<file path="src/rtl/w5300_init_seq_if.sv">
// Request/acknowledge host bus toward the W5300 parallel interface.
interface w5300_init_seq_if;
    logic        bus_req;
    logic        bus_we;
    logic [9:0]  bus_addr;
    logic [15:0] bus_wdata;
    logic        bus_ack;
    logic [15:0] bus_rdata;

    modport master (
        output bus_req,
        output bus_we,
        output bus_addr,
        output bus_wdata,
        input  bus_ack,
        input  bus_rdata
    );

    modport slave (
        input  bus_req,
        input  bus_we,
        input  bus_addr,
        input  bus_wdata,
        output bus_ack,
        output bus_rdata
    );
endinterface

</file>
<file path="src/rtl/w5300_init_seq.sv">
// W5300 power-up sequencer: settle, soft reset, poll MR, program the network
// identity registers, read SIPR back and report done / error.
//
// state    | meaning
// ---------+-----------------------------------------------------------
// S_SETTLE | waiting SETTLE_CYCLES after reset release
// S_SRST   | writing MR = 0x0080 (soft reset)
// S_POLL   | reading MR until bit 7 clears or POLL_LIMIT reads elapse
// S_CFG    | writing SHAR, GAR, SUBR, SIPR (nine words)
// S_VERIFY | reading SIPR hi/lo back and comparing
// S_DONE   | sequence finished and verified; start re-runs it
// S_ERR    | poll timeout or readback mismatch; start re-runs it
module w5300_init_seq #(
    parameter logic [47:0] MAC           = 48'h00_08_DC_01_02_03,
    parameter logic [31:0] GW_IP         = 32'hC0A8_0001,
    parameter logic [31:0] SUBNET        = 32'hFFFF_FF00,
    parameter logic [31:0] SRC_IP        = 32'hC0A8_0064,
    parameter int          SETTLE_CYCLES = 500000,
    parameter int          POLL_LIMIT    = 255
) (
    input  logic                clk,
    input  logic                rst_n,
    input  logic                start,
    w5300_init_seq_if.master    bus,
    output logic                busy,
    output logic                done,
    output logic                err_n
);

    localparam int SETTLE_W = (SETTLE_CYCLES > 1) ? $clog2(SETTLE_CYCLES) : 1;
    localparam int POLL_W   = $clog2(POLL_LIMIT + 1);

    localparam logic [SETTLE_W-1:0] SETTLE_LAST = SETTLE_W'(SETTLE_CYCLES - 1);
    localparam logic [POLL_W-1:0]   POLL_LAST   = POLL_W'(POLL_LIMIT);
    localparam logic [3:0]          CFG_LAST    = 4'd8;

    typedef enum logic [2:0] {
        S_SETTLE,
        S_SRST,
        S_POLL,
        S_CFG,
        S_VERIFY,
        S_DONE,
        S_ERR
    } state_t;

    state_t              state;
    logic [SETTLE_W-1:0] settle_cnt;
    logic [POLL_W-1:0]   poll_cnt;
    logic [3:0]          cfg_idx;
    logic                vfy_idx;

    logic                nxt_we;
    logic [9:0]          nxt_addr;
    logic [15:0]         nxt_wdata;
    logic [15:0]         vfy_exp;
    logic [POLL_W-1:0]   poll_inc;
    logic                xfer_state;
    logic                acked;

    // Next transfer description, derived from the state and its word index.
    always_comb begin
        nxt_we    = 1'b0;
        nxt_addr  = 10'h000;
        nxt_wdata = 16'h0000;
        case (state)
            S_SRST: begin
                nxt_we    = 1'b1;
                nxt_wdata = 16'h0080;
            end
            S_CFG: begin
                nxt_we = 1'b1;
                case (cfg_idx)
                    4'd0:    begin nxt_addr = 10'h008; nxt_wdata = MAC[47:32];    end
                    4'd1:    begin nxt_addr = 10'h00A; nxt_wdata = MAC[31:16];    end
                    4'd2:    begin nxt_addr = 10'h00C; nxt_wdata = MAC[15:0];     end
                    4'd3:    begin nxt_addr = 10'h010; nxt_wdata = GW_IP[31:16];  end
                    4'd4:    begin nxt_addr = 10'h012; nxt_wdata = GW_IP[15:0];   end
                    4'd5:    begin nxt_addr = 10'h014; nxt_wdata = SUBNET[31:16]; end
                    4'd6:    begin nxt_addr = 10'h016; nxt_wdata = SUBNET[15:0];  end
                    4'd7:    begin nxt_addr = 10'h018; nxt_wdata = SRC_IP[31:16]; end
                    default: begin nxt_addr = 10'h01A; nxt_wdata = SRC_IP[15:0];  end
                endcase
            end
            S_VERIFY: nxt_addr = vfy_idx ? 10'h01A : 10'h018;
            default: ;
        endcase
    end

    // Handshake helpers and readback expectation.
    always_comb begin
        vfy_exp    = vfy_idx ? SRC_IP[15:0] : SRC_IP[31:16];
        poll_inc   = poll_cnt + 1'b1;
        xfer_state = (state == S_SRST) || (state == S_POLL) ||
                     (state == S_CFG)  || (state == S_VERIFY);
        // An ack with no outstanding request is ignored.
        acked      = bus.bus_req && bus.bus_ack;
    end

    // Sequencer FSM with registered bus and status outputs.
    always_ff @(posedge clk or negedge rst_n) begin
        if (!rst_n) begin
            state         <= S_SETTLE;
            settle_cnt    <= '0;
            poll_cnt      <= '0;
            cfg_idx       <= 4'd0;
            vfy_idx       <= 1'b0;
            bus.bus_req   <= 1'b0;
            bus.bus_we    <= 1'b0;
            bus.bus_addr  <= 10'h000;
            bus.bus_wdata <= 16'h0000;
            busy          <= 1'b1;
            done          <= 1'b0;
            err_n         <= 1'b1;
        end else begin
            // A request launches only when bus_req is low, so the cycle after
            // each ack always leaves the mandatory one-cycle gap.
            if (xfer_state && !bus.bus_req) begin
                bus.bus_req   <= 1'b1;
                bus.bus_we    <= nxt_we;
                bus.bus_addr  <= nxt_addr;
                bus.bus_wdata <= nxt_wdata;
            end else if (acked) begin
                bus.bus_req <= 1'b0;
            end

            case (state)
                S_SETTLE: begin
                    if (settle_cnt == SETTLE_LAST) state <= S_SRST;
                    else                           settle_cnt <= settle_cnt + 1'b1;
                end
                S_SRST: begin
                    if (acked) begin
                        poll_cnt <= '0;
                        state    <= S_POLL;
                    end
                end
                S_POLL: begin
                    if (acked) begin
                        if (!bus.bus_rdata[7]) begin
                            cfg_idx <= 4'd0;
                            state   <= S_CFG;
                        end else begin
                            poll_cnt <= poll_inc;
                            if (poll_inc == POLL_LAST) begin
                                state <= S_ERR;
                                busy  <= 1'b0;
                                done  <= 1'b0;
                                err_n <= 1'b0;
                            end
                        end
                    end
                end
                S_CFG: begin
                    if (acked) begin
                        if (cfg_idx == CFG_LAST) begin
                            vfy_idx <= 1'b0;
                            state   <= S_VERIFY;
                        end else begin
                            cfg_idx <= cfg_idx + 1'b1;
                        end
                    end
                end
                S_VERIFY: begin
                    if (acked) begin
                        if (bus.bus_rdata != vfy_exp) begin
                            state <= S_ERR;
                            busy  <= 1'b0;
                            done  <= 1'b0;
                            err_n <= 1'b0;
                        end else if (vfy_idx) begin
                            state <= S_DONE;
                            busy  <= 1'b0;
                            done  <= 1'b1;
                            err_n <= 1'b1;
                        end else begin
                            vfy_idx <= 1'b1;
                        end
                    end
                end
                S_DONE, S_ERR: begin
                    // Re-run skips the settle phase: the chip is already powered.
                    if (start) begin
                        state <= S_SRST;
                        busy  <= 1'b1;
                        done  <= 1'b0;
                        err_n <= 1'b1;
                    end
                end
                default: state <= S_SETTLE;
            endcase
        end
    end

endmodule

</file>
<file path="src/flat_wrapper.sv">
// flat-port wrapper written by rule: the top's interface ports become plain ports
module w5300_init_seq_flat 
#(
    parameter logic [47:0] MAC           = 48'h00_08_DC_01_02_03,
    parameter logic [31:0] GW_IP         = 32'hC0A8_0001,
    parameter logic [31:0] SUBNET        = 32'hFFFF_FF00,
    parameter logic [31:0] SRC_IP        = 32'hC0A8_0064,
    parameter int          SETTLE_CYCLES = 500000,
    parameter int          POLL_LIMIT    = 255
)
  (clk, rst_n, start, busy, done, err_n, bus_bus_req, bus_bus_we, bus_bus_addr, bus_bus_wdata, bus_bus_ack, bus_bus_rdata);
  w5300_init_seq_if bus_i ();
  input  logic clk;
  input  logic rst_n;
  input  logic start;
  output logic busy;
  output logic done;
  output logic err_n;
  output wire logic [$bits(bus_i.bus_req)-1:0] bus_bus_req;
  output wire logic [$bits(bus_i.bus_we)-1:0] bus_bus_we;
  output wire logic [$bits(bus_i.bus_addr)-1:0] bus_bus_addr;
  output wire logic [$bits(bus_i.bus_wdata)-1:0] bus_bus_wdata;
  input wire logic [$bits(bus_i.bus_ack)-1:0] bus_bus_ack;
  input wire logic [$bits(bus_i.bus_rdata)-1:0] bus_bus_rdata;
  assign bus_bus_req = bus_i.bus_req;
  assign bus_bus_we = bus_i.bus_we;
  assign bus_bus_addr = bus_i.bus_addr;
  assign bus_bus_wdata = bus_i.bus_wdata;
  assign bus_i.bus_ack = bus_bus_ack;
  assign bus_i.bus_rdata = bus_bus_rdata;
  w5300_init_seq #(.MAC(MAC), .GW_IP(GW_IP), .SUBNET(SUBNET), .SRC_IP(SRC_IP), .SETTLE_CYCLES(SETTLE_CYCLES), .POLL_LIMIT(POLL_LIMIT)) u_core (.clk(clk), .rst_n(rst_n), .start(start), .bus(bus_i), .busy(busy), .done(done), .err_n(err_n));
endmodule
</file>
<file path="config.mk">
export PLATFORM = sky130hd
export DESIGN_NAME = w5300_init_seq_flat
export DESIGN_NICKNAME = d
export VERILOG_FILES = /design/src/rtl/w5300_init_seq_if.sv /design/src/rtl/w5300_init_seq.sv /design/src/flat_wrapper.sv
export SDC_FILE = /design/constraint.sdc
export NUM_CORES = 1
export LEC_CHECK = 0
export CAP_MARGIN = 25
export CELL_PAD_IN_SITES_DETAIL_PLACEMENT = 1
export CELL_PAD_IN_SITES_GLOBAL_PLACEMENT = 2
export CORE_AREA = 2 2 118 120
export CTS_CLUSTER_SIZE = 28
export DETAILED_ROUTE_END_ITERATION = 8
export DIE_AREA = 0 0 120 122
export HOLD_SLACK_MARGIN = 0.02
export PLACE_DENSITY = 0.61
export REMOVE_ABC_BUFFERS = 1
export SKIP_LAST_GASP = 1
export SLEW_MARGIN = 20
export SYNTH_ARGS = -nofsm -noshare
export SYNTH_HDL_FRONTEND = slang
export SYNTH_SLANG_ARGS = --single-unit
</file>
<file path="constraint.sdc">
create_clock -name clk -period 4.9 [get_ports clk]
set_input_delay 1.225 -clock clk [delete_from_list [all_inputs] [get_ports clk]]
set_output_delay 1.225 -clock clk [all_outputs]
set_load 0.005 [all_outputs]
</file>
# Word-level counts from Yosys, hierarchy flattened
# Memory sizes are Yosys's and may differ from the RTL's.
# Index checks and enable logic that the tools add are counted.
[classes]
addsub = 3
eq_ne = 24
n_bitwise = 1
n_mux = 48
reduce_logical = 20
[op_table]
columns = ["op", "n"]
rows = [
  ["$mux W3", 11],
  ["$pmux W16 S2", 1],
  ["$mux W26", 1],
  ["$mux W8", 3],
  ["$pmux W10 S2", 1],
  ["$add A19 B1 Y19 const B", 1],
  ["$eq A19 B19 Y1 const B", 1],
  ["$mux W1", 18],
  ["$pmux W3 S6", 1],
  ["$mux W16", 1],
  ["$mux W4", 4],
  ["$ne A16 B16 Y1", 1],
  ["$pmux W8 S2", 1],
  ["$ne A2 B2 Y1 const B", 7],
  ["$ne A2 B1 Y1 const B", 5],
  ["$reduce_and A5 Y1", 2],
  ["$eq A3 B3 Y1 const B", 3],
  ["$pmux W1 S3", 3],
  ["$reduce_and A9 Y1", 1],
  ["$add A8 B1 Y8 const B", 1],
  ["$eq A8 B8 Y1 const B", 1],
  ["$pmux W4 S2", 1],
  ["$reduce_bool A2 Y1", 4],
  ["$reduce_and A7 Y1", 1],
  ["other kinds (17)", 22],
]
[totals]
elab_cells = 109
n_memories = 1
romBits = 160
input_bits = 20
reg_bits = 66
output_inout_bits = 31
[memory_table]
columns = ["name", "depth", "word_bits", "read_ports", "rd_ports_with_merged_regs", "wr", "line", "source"]
rows = [
  ["(name not given)", 8, 20, 1, 0, 0, "w5300_init_seq.sv:73", "case (cfg_idx)"],
]

# Depth between registers and ports, before layout
[depth]
depth_word = 6
depth_mapped = 8
ltp_nobuf = 8

# Worst setup path before layout
# Ideal clock, no wire load.
[synth_path]
path_kind = "input to register"
from = "input bus_bus_rdata[3]"
to = "register u_core.done"
path_buffers = 0
setup_slack_ns = 2.163
stages = 5
arrival_time_ns = 2.619
t_required_ns = 4.782
setup_time_ns = 0.118
cell_sequence = "or4b_1 a2111o_1 and3_4 nor2b_4 a21o_1"
[synth_between]
elab_chain_cells = 4
word_cells_on_any_way = 6
classes_between = "2 x eq/ne; 3 x mux; 1 x reduce/logical"
[synth_lines]
columns = ["item", "line", "source"]
rows = [
  ["from (decl)", "flat_wrapper.sv:24", "input wire logic [$bits(bus_i.bus_rdata)-1:0] bus_bus_rdata;"],
  ["$ne A16 B16 Y1 (*)", "w5300_init_seq.sv:166", "if (bus.bus_rdata != vfy_exp) begin"],
  ["$mux W1", "w5300_init_seq.sv:166", ""],
  ["$mux W1", "w5300_init_seq.sv:165", "if (acked) begin"],
  ["$pmux W1 S3", "w5300_init_seq.sv:127", "case (state)"],
  ["to (signal assigned)", "w5300_init_seq.sv:169", "done <= 1'b0;"],
  ["to (signal assigned)", "w5300_init_seq.sv:174", "done <= 1'b1;"],
  ["to (signal assigned)", "w5300_init_seq.sv:186", "done <= 1'b0;"],
  ["to (decl)", "w5300_init_seq.sv:26", "output logic done,"],
]
# Mark *: on every way between the ends. The rest lies on a longest branch, timed or not. The select of a mux whose other input is x is not followed.
# A chain may end at the register's enable or synchronous reset.

# Worst setup path after layout
[layout_path]
from = "input bus_bus_rdata[7]"
to = "register u_core.done"
[layout_between]
elab_chain_cells = 4
word_cells_on_any_way = 7
classes_between = "3 x eq/ne; 3 x mux; 1 x reduce/logical"
[layout_lines]
columns = ["item", "line"]
rows = [
  ["$ne A16 B16 Y1", "w5300_init_seq.sv:166"],
  ["$mux W1", "w5300_init_seq.sv:166"],
  ["$mux W1", "w5300_init_seq.sv:165"],
  ["$pmux W1 S3", "w5300_init_seq.sv:127"],
]
# Several ways; a longest one is shown, not always the timed one. The select of a mux whose other input is x is not followed.

==> impl_results.md <==
* Crit share post-route at about 63%
* Layout fillers at approximately 1,600
* Hold WC Path Type: flop to flop
* Clock Tree Buf Depth at 2
* CP required at between 5 and 6 ns
* Cell Area, Synth at ~3100 sq um
* NumNets Final at 404
* Clock skew at between 0.004 and 0.005 ns
* Worst endpoint data arrival time at approximately 3.3 ns
* CTS Sinks at 55
* Final Cell Area at roughly 3800 sq um
* Minimum clock period at approximately 3.1 ns
* Main synth FF type: dfrtp_1
* Vias in the first global route at roughly 2,700
* FF+latch count, synth at 55
* Met3 GRT Util at under 10%
* Top-area cell type share of the netlist area at ~42%
* Die H at 122 microns
* TNS Setup at 0 ns
* Count of cell types in the netlist at 52
* Post-synth EDFFs at 0
* Placed cell count at 547
* P_leak at around 0.0015 uW
* Max IR drop VDD at approximately 110 uV
* Placer's final routability congestion estimate at approximately 0.75
* GR peak layer: met2
* # hold bufs at CTS at 0
* Postcts setup bufs at 0
* Drt wl/cell at 14.5 microns
* # IOs at 51
* RSZ-0062 raised after global routing: false
* Max Slew Vio Count at 0
* Syn. warnings at 0
* Worst stage delay on the critical path at 0.57 ns
* Final non-filler cell total at 554
* Vias at 2,567
* Slowest cell on crit path: or4b_1
* Core area at 13,500 sq um
* GRT Util Overall at a little under an eighth
* Setup violators final at 0
* H-tree Lvls at 2
* Grt total ovfl at 0
* Switching portion of total power at a little over a fifth
* Vias per cell at roughly 4.6
* Cell Chain, Critical Path: clkdlybuf4s50_1 > or4b_1 > a2111o_1 > and3_4 > nor2b_4 > a21o_1
* Worst Tran Pin Value at roughly 0.76 ns
* Startpoint type of the worst setup path: primary input
* Avg Inst Size Synth at just over 9 sq um
* Clock Power Share at 42.8%
* Peak Freq at 326 MHz
* Sequential share of power at a little over half
* Hold path cells at 1
* CTS-repair resized insts at 0
* DRC viols at 0
* Synth top area cells: dfrtp_1 42%, o21ai_0 5.9%, xnor2_1 4.8%
* Setup CP Type: primary input to flop
* Worst reg2reg path depth at 4
* Diode count at 0
* FP Rows at 43
* Largest net degree at the start of global routing at 33
* Initial DRC count at approximately 120
* First-pass GRT wire length at about 14,000 microns
* Max-Slew Margin vs Limit at 49.4%
* Clock root buffer: clkbuf_16
* Status: completed
* Cell count after synthesis at ~340
* Worst Path Max Fanout at 6
* Port bufs at 44
* Met2 global-route usage at approximately 20%
* Met1 Track Usage GR at 14.9%
* Share of layout cells above drive strength 1 at 5.08%
* TritonCTS clock tree: built
* NetSw at around 180 uW
* Sequential area share after synthesis at about 44%
* HPWL after detailed placement at around 5800 microns
* Worst-skew pair later-pin latency at ~0.29 ns
* DIE WIDTH at roughly 120 microns
* Final hold vios at 0
* Dpl cell area at about 3700 sq um
* Cell taking the most area after synthesis: dfrtp_1
* Final ANT Viol Nets at 0
* Die Area at between 10,000 and 15,000 sq um
* Layout area overhead at 22.2%
* Combinational power share at between 3 and 4%
* Initial antenna violation count at 0
* P_int at 669 uW
* Asr flop ratio synth at between 90% and 100%
* Starting Density at 23.2%
* WL final at 8010 microns
* Max cap viols at 0
* Drt pass-1 iters at 4
* CTS clk-pin slew, worst paths at approximately 0.07 ns
* Worst setup EP type: flop
* Power per cell area at between 200 and 250 nW/um^2
* Total CTS buffers at 5
[flip-flops by register name, summed over array words and instances (netlist names)]
register and cells:
u_core.state 3, u_core.bus.bus_req 1, u_core.busy 1, u_core.err_n 1, u_core.bus.bus_we 1, u_core.cfg_idx 4
u_core.vfy_idx 1, u_core.bus.bus_wdata 11, u_core.poll_cnt 8, u_core.settle_cnt 19, u_core.done 1, u_core.bus.bus_addr 4
[Yosys cell counts (all sizes together) (8+ instances only)]
| cell | number |
|---|---|
| buf | 14 |
| inv | 10 |
| dfrtp | 53 |
| nand2 | 36 |
| o21ai | 38 |
| clkbuf | 12 |
| ha | 10 |
| nor2b | 8 |
| o31ai | 9 |
| a21oi | 12 |
| xnor2 | 17 |
| nor2 | 22 |
| nand3 | 24 |
[final cells by class]
class / count / area [sq um] / share of cell area (%)
Clock buffer: 6 / 139 / 3.63
Clock inverter: 1 / 5.00 / 0.131
Inverter: 10 / 37.5 / 0.980
Multi-Input combinational cell: 256 / 1590 / 41.6
Sequential cell: 55 / 1380 / 36.0
Tap cell: 180 / 225 / 5.88
Timing Repair Buffer: 46 / 450 / 11.8
[layer usage]
layer  vias to the layer above  share of wire, %
li1                       1254                 -
met1                      1268                47
met2                        38                48
met3                         7               3.3
met4                         0               1.2
met5                         -                 0
[kinds of logic (layout without fill, tap and decap cells)]
group | count (synthesis) | after routing | share of synthesized area (%)
xor gates and xnor gates | 21 | 21 | 5.87
muxes | 3 | 3 | 0.998
adders and majority gates | 10 | 10 | 3.99
other | 1 | 6 | 0.120
buffers and inverters | 36 | 63 | 5.75
AOI/OAI and AO/OA | 84 | 84 | 17.3
and+or+nand+nor | 132 | 132 | 21.9
DFF | 55 | 55 | 44.0
[path summary, 6_finish.rpt]
kind	slack (ns)	startpoint	end
worst max-delay path	1.83	bus_bus_rdata[7]	u_core.done$_DFFE_PN0P_
worst min-delay path	0.47	u_core.settle_cnt[4]$_DFFE_PN0P_	u_core.settle_cnt[4]$_DFFE_PN0P_
worst max register to register	2.29	u_core.state[1]$_DFFE_PN0P_	u_core.cfg_idx[3]$_DFFE_PN0P_
worst min register to register	0.47	u_core.settle_cnt[4]$_DFFE_PN0P_	u_core.settle_cnt[4]$_DFFE_PN0P_
max in group asynchronous	3.12	rst_n	u_core.bus.bus_addr[2]$_DFFE_PN0P_
min in group asynchronous	0.93	rst_n	u_core.bus.bus_req$_DFFE_PN0P_
[layout by cell type (no fill, tap or decap), types with 2 or more instances in the layout]
cell type        instances
and2_1                   4
or3_1                    3
a31oi_1                  2
a21oi_1                 12
nor3_1                   6
a32o_1                   2
inv_1                   10
nor2_1                  22
nand3_1                 24
a21o_1                   4
ha_1                    10
xor2_1                   4
o21ai_0                 37
o41ai_1                  3
clkbuf_16                5
xnor2_1                 17
nor2b_1                  7
nor4b_1                  4
nand4_1                  6
mux2i_1                  2
nand2b_1                 2
nand3b_1                 3
a21boi_0                 3
dfstp_2                  2
conb_1                   6
nand2_1                 36
and3_1                   5
o21a_1                   2
o31ai_1                  8
clkdlybuf4s50_1         43
dfrtp_1                 53
nor4_1                   2
buf_4                    2
o2111ai_1                2
[worst max-delay path: cells and delay by family]
family,cells,cell delay [ns]
buffers and inverters,1,0.54
AO/OA/AOI/OAI,2,0.60
AND/OR/NAND/NOR,3,0.89
[metrics by stage]
stage	util (%)	hold WS [ns]	setup WS, ns	total power, uW
2_1_floorplan	-	0.439	2.16	466
3_3_place_gp	27.3	0.464	1.55	494
3_5_place_dp	27.3	0.468	1.52	494
4_1_cts	28.4	0.479	1.83	867
5_1_grt	28.4	0.510	1.70	885
6_report	28.4	0.473	1.83	847
[power by group through the flow]
| stage | Clock, uW | Combinational, uW | Sequential (uW) |
|---|---|---|---|
| floorplan | 0 | 3.34 | 463 |
| global placement | 0 | 31.4 | 462 |
| detailed placement | 0 | 31.8 | 462 |
| CTS | 382 | 31.9 | 453 |
| global route | 397 | 34.8 | 453 |
| finish | 363 | 30.6 | 454 |
No activity file was read; power rests on OpenSTA's default activity.
